[src/rtl/instr_fetch_reg.sv]
// Fetch-side instruction register: owns the PC, fetches over imem req/ack, latches IR + PC, decodes MIPS fields.
// Latency: imem_req 1 cycle after leaving IDLE/HOLD; ir_valid 1 cycle after imem_ack; 3 cycles/instr with 1-cycle ack.
// Backpressure: stall freezes IR in HOLD and blocks new requests; redirect drops IR and squashes an in-flight fetch.
module instr_fetch_reg #(
  parameter int unsigned             DATA_W   = 32,
  parameter int unsigned             ADDR_W   = 32,
  parameter int unsigned             PC_STEP  = 4,
  parameter logic [ADDR_W-1:0]       RESET_PC = '0
) (
  input  logic              clk,
  input  logic              rst_n,
  input  logic              en,
  output logic              imem_req,
  output logic [ADDR_W-1:0] imem_addr,
  input  logic              imem_ack,
  input  logic [DATA_W-1:0] imem_rdata,
  input  logic              stall,
  input  logic              redirect,
  input  logic [ADDR_W-1:0] redirect_pc,
  output logic              ir_valid,
  output logic [DATA_W-1:0] ir,
  output logic [ADDR_W-1:0] ir_pc,
  output logic [5:0]        opcode,
  output logic [4:0]        rs,
  output logic [4:0]        rt,
  output logic [4:0]        rd,
  output logic [4:0]        shamt,
  output logic [5:0]        funct,
  output logic [15:0]       imm16
);

  typedef enum logic [1:0] {
    S_IDLE  = 2'd0,
    S_FETCH = 2'd1,
    S_HOLD  = 2'd2
  } state_e;

  state_e              state_q, state_d;
  logic [ADDR_W-1:0]   pc_q, pc_d;
  logic                req_q, req_d;
  logic [ADDR_W-1:0]   addr_q, addr_d;
  logic [DATA_W-1:0]   ir_q, ir_d;
  logic [ADDR_W-1:0]   ir_pc_q, ir_pc_d;
  logic                valid_q, valid_d;
  // Set when a redirect lands while a request is outstanding: the matching ack must be thrown away.
  logic                squash_q, squash_d;

  // Next-state and register updates; redirect outranks both ack and stall.
  always_comb begin
    state_d  = state_q;
    pc_d     = pc_q;
    req_d    = req_q;
    addr_d   = addr_q;
    ir_d     = ir_q;
    ir_pc_d  = ir_pc_q;
    valid_d  = valid_q;
    squash_d = squash_q;

    unique case (state_q)
      S_IDLE: begin
        if (redirect) begin
          pc_d    = redirect_pc;
          valid_d = 1'b0;
        end else if (en) begin
          state_d = S_FETCH;
          req_d   = 1'b1;
          addr_d  = pc_q;
        end
      end

      S_FETCH: begin
        if (imem_ack) begin
          // The request completes either way, so the handshake always closes here.
          req_d    = 1'b0;
          squash_d = 1'b0;
          if (redirect || squash_q) begin
            // Returned word belongs to the abandoned path; restart from pc via IDLE.
            state_d = S_IDLE;
            valid_d = 1'b0;
            if (redirect) begin
              pc_d = redirect_pc;
            end
          end else begin
            state_d = S_HOLD;
            ir_d    = imem_rdata;
            ir_pc_d = pc_q;
            valid_d = 1'b1;
            pc_d    = pc_q + ADDR_W'(PC_STEP);
          end
        end else if (redirect) begin
          // Keep req/addr steady so memory sees an unbroken handshake; drop its answer later.
          pc_d     = redirect_pc;
          valid_d  = 1'b0;
          squash_d = 1'b1;
        end
      end

      S_HOLD: begin
        if (redirect) begin
          state_d = S_IDLE;
          pc_d    = redirect_pc;
          valid_d = 1'b0;
        end else if (!stall) begin
          valid_d = 1'b0;
          if (en) begin
            state_d = S_FETCH;
            req_d   = 1'b1;
            addr_d  = pc_q;
          end else begin
            state_d = S_IDLE;
          end
        end
      end

      default: begin
        state_d = S_IDLE;
        req_d   = 1'b0;
        valid_d = 1'b0;
      end
    endcase
  end

  // State and datapath registers, cleared asynchronously.
  always_ff @(posedge clk or negedge rst_n) begin
    if (!rst_n) begin
      state_q  <= S_IDLE;
      pc_q     <= RESET_PC;
      req_q    <= 1'b0;
      addr_q   <= RESET_PC;
      ir_q     <= '0;
      ir_pc_q  <= '0;
      valid_q  <= 1'b0;
      squash_q <= 1'b0;
    end else begin
      state_q  <= state_d;
      pc_q     <= pc_d;
      req_q    <= req_d;
      addr_q   <= addr_d;
      ir_q     <= ir_d;
      ir_pc_q  <= ir_pc_d;
      valid_q  <= valid_d;
      squash_q <= squash_d;
    end
  end

  assign imem_req  = req_q;
  assign imem_addr = addr_q;
  assign ir_valid  = valid_q;
  assign ir        = ir_q;
  assign ir_pc     = ir_pc_q;

  // Decoded fields are pure slices of the low 32 bits of IR.
  assign opcode = ir_q[31:26];
  assign rs     = ir_q[25:21];
  assign rt     = ir_q[20:16];
  assign rd     = ir_q[15:11];
  assign shamt  = ir_q[10:6];
  assign funct  = ir_q[5:0];
  assign imm16  = ir_q[15:0];

endmodule

[config.mk]
export PLATFORM = sky130hd
export DESIGN_NAME = instr_fetch_reg
export DESIGN_NICKNAME = d
export VERILOG_FILES = /design/src/rtl/instr_fetch_reg.sv
export SDC_FILE = /design/constraint.sdc
export NUM_CORES = 1
export LEC_CHECK = 0
export ABC_CLOCK_PERIOD_IN_PS = 2100
export CAP_MARGIN = 20
export CORE_ASPECT_RATIO = 2
export CORE_MARGIN = 3
export CORE_UTILIZATION = 50
export DETAILED_ROUTE_END_ITERATION = 8
export DONT_BUFFER_PORTS = 1
export SKIP_CTS_REPAIR_TIMING = 1
export SYNTH_ARGS = -nofsm -noshare
export SYNTH_HDL_FRONTEND = slang
export SYNTH_SLANG_ARGS = --single-unit
[constraint.sdc]
create_clock -name clk -period 2.1 [get_ports clk]
set_input_delay 0.21 -clock clk [delete_from_list [all_inputs] [get_ports clk]]
set_output_delay 0.21 -clock clk [all_outputs]
set_load 0.005 [all_outputs]
Word-level counts from Yosys, hierarchy flattened
Index checks and enable logic that the tools add are counted.
{"block": "totals", "register_bits": 133}
{"block": "op_classes", "reduce_logical": 11, "muxes": 31, "n_bitwise": 1, "n_addsub": 1, "n_eq_ne": 8}
{"operator": "32-bit 2-to-1 mux", "count": 7}
{"operator": "32-bit one-hot mux with 2 select lines", "count": 2}
{"operator": "32-bit by 3-bit adder with 32-bit output, second input constant", "count": 1}
{"operator": "1-bit 2-to-1 mux", "count": 13}
{"operator": "2-bit 2-to-1 mux", "count": 6}
{"operator": "4-bit AND reduction", "count": 3}
{"operator": "2-bit inequality test, second input constant", "count": 5}
{"operator": "1-bit one-hot mux with 3 select lines", "count": 2}
{"operator": "2-bit one-hot mux with 3 select lines", "count": 1}
{"operator": "2-bit nonzero test", "count": 3}
{"operator": "3-bit inequality test, second input constant", "count": 1}
{"operator": "3-bit AND reduction", "count": 1}
{"operator": "2-bit by 1-bit equality test with 1-bit output, second input constant", "count": 1}
{"operator": "2-bit equality test, second input constant", "count": 1}
{"operator": "2-bit zero test", "count": 1}
{"operator": "2-bit AND reduction", "count": 1}
{"operator": "2-bit OR reduction", "count": 1}
{"operator": "1-bit logical OR", "count": 1}
{"operator": "1-bit NOT", "count": 1}

Depth between registers and ports, before layout
{"block": "depth", "word_depth": 4, "depth_mapped": 8}

Least setup slack after synthesis
Ideal clock, no wire load.
{"block": "synth_path", "path_kind": "reg2reg", "from": "reg pc_q[2]", "to": "reg pc_q[22]", "synth_period_minus_slack_ns": 1.838, "stages_incl_launch_ff": 6, "path_slack_ns": 0.262, "path_buffers": 0, "arrival_ns": 1.768, "t_required_ns": 2.030, "path_cell_list": "dfrtp_1 -> ha_1 -> nand4_1 -> or4_1 -> or4_1 -> nand3_1"}
{"block": "synth_via", "elab_chain_cells": 4}
{"element": "start, declared", "line_no": "39", "rtl": "logic [ADDR_W-1:0] pc_q, pc_d;"}
{"element": "start signal, assigned", "line_no": "136", "rtl": "pc_q <= pc_d;"}
{"element": "32-bit by 3-bit adder with 32-bit output", "line_no": "88", "rtl": "pc_d = pc_q + ADDR_W'(PC_STEP);"}
{"element": "32-bit 2-to-1 mux", "line_no": "76", "rtl": "if (redirect || squash_q) begin"}
{"element": "32-bit 2-to-1 mux", "line_no": "72", "rtl": "if (imem_ack) begin"}
{"element": "32-bit one-hot mux with 2 select lines", "line_no": "59", "rtl": "unique case (state_q)"}
Every way passes these cells.
A chain may end at the register's enable or synchronous reset.

Final worst setup path
{"block": "layout_path", "from": "reg pc_q[3]", "to": "reg pc_q[22]"}
Same word-level chain as after synthesis.

==> out/summary.txt <==
CP Launch Type - flop
FMAX - 0.512 GHz
Sw Ratio - 31.7%
Worst-path clk slew - 60 ps
Inst Count DP - 755
row count - 56
Hold Fails Final Rpt - 134
register area share after synthesis - 53.7%
syn_nets - 737
area delta synth->final - 18.5%
Die Area - 13800 um^2
largest net degree at the start of global routing - 134
crit-path most repeated cell - or4_1
die extent in y - 163 um
final wirelength - 16800 um
initial DRC count - 269
Critical Path Max Stage Delay - 570 ps
Synth Warn # - 0
Main synth FF type - dfrtp_1
Psw - 2.86 mW
vias in the first global route - 4826
GRT Resource Usage Total - 23.6%
fin. max-slew vios - 0
CP Data Required Time - 2440 ps
RSZ-0062 raised after global routing - no
dpl hpwl - 11400 um
Worst-Skew Late Latency - 410 ps
Critical-path top delay cell - or4_1
Crit Path Class - flop to flop
# diodes - 0
fin crit period - 1950 ps
vias - 4834
clock buffer depth - 2
Die X-Extent - 84.7 um
Max Cap Violations - 0
Core Region - 11900 um^2
Initial Utilization - 52.0%
layout cell share with drive strength beyond 1 - 14.7%
final setup vio count - 0
Post-Synthesis Cells - 666
Initial DRT Pass Iterations - 5
Slew HR - 69.3%
status - finished with violations
Final Non-Filler Cells - 844
TritonCTS buffer count - 17
P_leak - 3.40 nW
most common cell after layout, fill and taps aside - nand2_1
Overflow after GRT - 0
drt drc - 0
Register-to-Register Path Depth - 5
Routed Antenna Nets - 0
Arrival @ worst endpoint - 2300 ps
syn_area_per_cell - 9.30 um^2
power per cell area - 1230 nW/um^2
routed len/inst - 19.9 um
first-pass GRT wire length - 25400 um
Int Pwr - 6.18 mW
most frequent cells in the layout - nand2_1 (228), dfrtp_1 (133), dlygate4sd3_1 (58), nor2_1 (31), mux2_2 (31)
clock network fraction of total power - 34.1%
WP depth - 5
Comb pwr share - 16.1%
final worst-path cycle share - 93.1%
CP Capture Type - flop
setup TNS - 0 ps
port bufs - 0
critical-path maximum fanout - 5
FF-to-FF setup slack - 150 ps
Vias/cell - 5.73
Yosys cell types - 50
FF+latch count, synth - 133
utilization after layout - 61.6%
Max VDD drop - 0.000904 V
Cell Area, Synth - 6190 um^2
Async S/R FF share, synth - 100%
Nets - 758
cells along the critical path - ha_1 -> nand4_1 -> or4_1 -> or4_1 -> nand3_1
Pwr Total - 9.04 mW
Clock Skews - 5.71 ps
Placer Congestion - 0.851
number of synthesized flops with an enable pin - 0
# IOs - 216
root buf cell - clkbuf_16
violated checks - negative hold slack
CP delay by family, top - simple AND/OR/NAND/NOR gates
TritonCTS clock tree - built
type of the most critical hold path - input pin to asynchronous set/reset pin
CTS sink cnt - 133
initial antenna violation count - 0
Fin Hold WS - -507 ps
worst-margin pin slew - 457 ps
sequential share of power - 49.8%
H-tree levels - 4
Buf/Inv on CP - 0
[power groups by stage]
stage	clock (mW)	sequential (mW)	combinational, mW
2_1_floorplan	0	4.17	1.70
3_3_place_gp	0	4.54	1.29
6_report	3.09	4.50	1.45
3_5_place_dp	0	4.56	1.36
5_1_grt	3.27	4.65	1.67
4_1_cts	3.15	4.52	1.36
[Yosys cell counts (3+ instances only)]
cell      instances  area, um^2
nand2_1         230         863
dfrtp_1         133        3330
buf_4            49         368
nor2_1           32         120
mux2_2           31         349
clkbuf_1         23        86.3
o21ai_0          22         110
nand3_1          17        85.1
a21oi_1          14        70.1
nor3_1           14        70.1
buf_2            12        60.1
nand4_1          10        62.6
o22ai_1           9        56.3
a211oi_1          5        37.5
o311ai_0          5        43.8
a221o_1           4        40.0
and3_1            4        25.0
mux2i_1           3        30.0
nor2b_1           3        18.8
or4_1             3        22.5
[per-layer routing]
| layer | wire [um] | GRT usage [%] | up-vias |
|---|---|---|---|
| met5 | 0 | 0 | - |
| met4 | 415 | 9.01 | 0 |
| met3 | 1160 | 6.01 | 35 |
| met2 | 9310 | 41.9 | 217 |
| met1 | 5950 | 26.9 | 2351 |
| li1 | - | - | 2231 |
[final cells by class]
cell class,count,area (um^2)
repair buffers,89,851
flip-flops and latches,133,3330
clock buffers,18,429
well taps,145,181
clock inverters,13,184
inverters,2,7.51
multi-input cells,444,2360
fillers,1048,4570
[worst paths after layout]
path                                 startpoint  endpoint
worst max-delay path                    pc_q[3]  pc_q[22]
min in group clk                redirect_pc[24]  pc_q[24]
worst min-delay path                      rst_n    ir[12]
max in group asynchronous                 rst_n    ir[26]
worst min register to register          pc_q[0]  ir_pc[0]
worst max register to register          pc_q[3]  pc_q[22]
[per-stage QoR]
step                worst slack, ps  instance area [um^2]
floorplan                       262                  6190
global placement                154                  6140
detailed placement              117                  6140
CTS                            84.4                  6750
global route                   23.9                  7340
finish                          146                  7340
[kinds of logic after synthesis]
group	after synthesis	share of synthesized area [%]
AOI/OAI and AO/OA	78	8.28
adders and majority gates	1	0.202
buffers and inverters	89	8.63
DFF	133	53.7
muxes	34	6.12
and+or+nand+nor	331	23.0
[sequential cells by signal, indices dropped and copies added (netlist names)]
name,flops
ir,32
imem_req,1
squash_q,1
imem_addr,32
pc_q,32
state_q,2
ir_valid,1
ir_pc,32
Note: power is estimated with default switching activity, not from simulation.
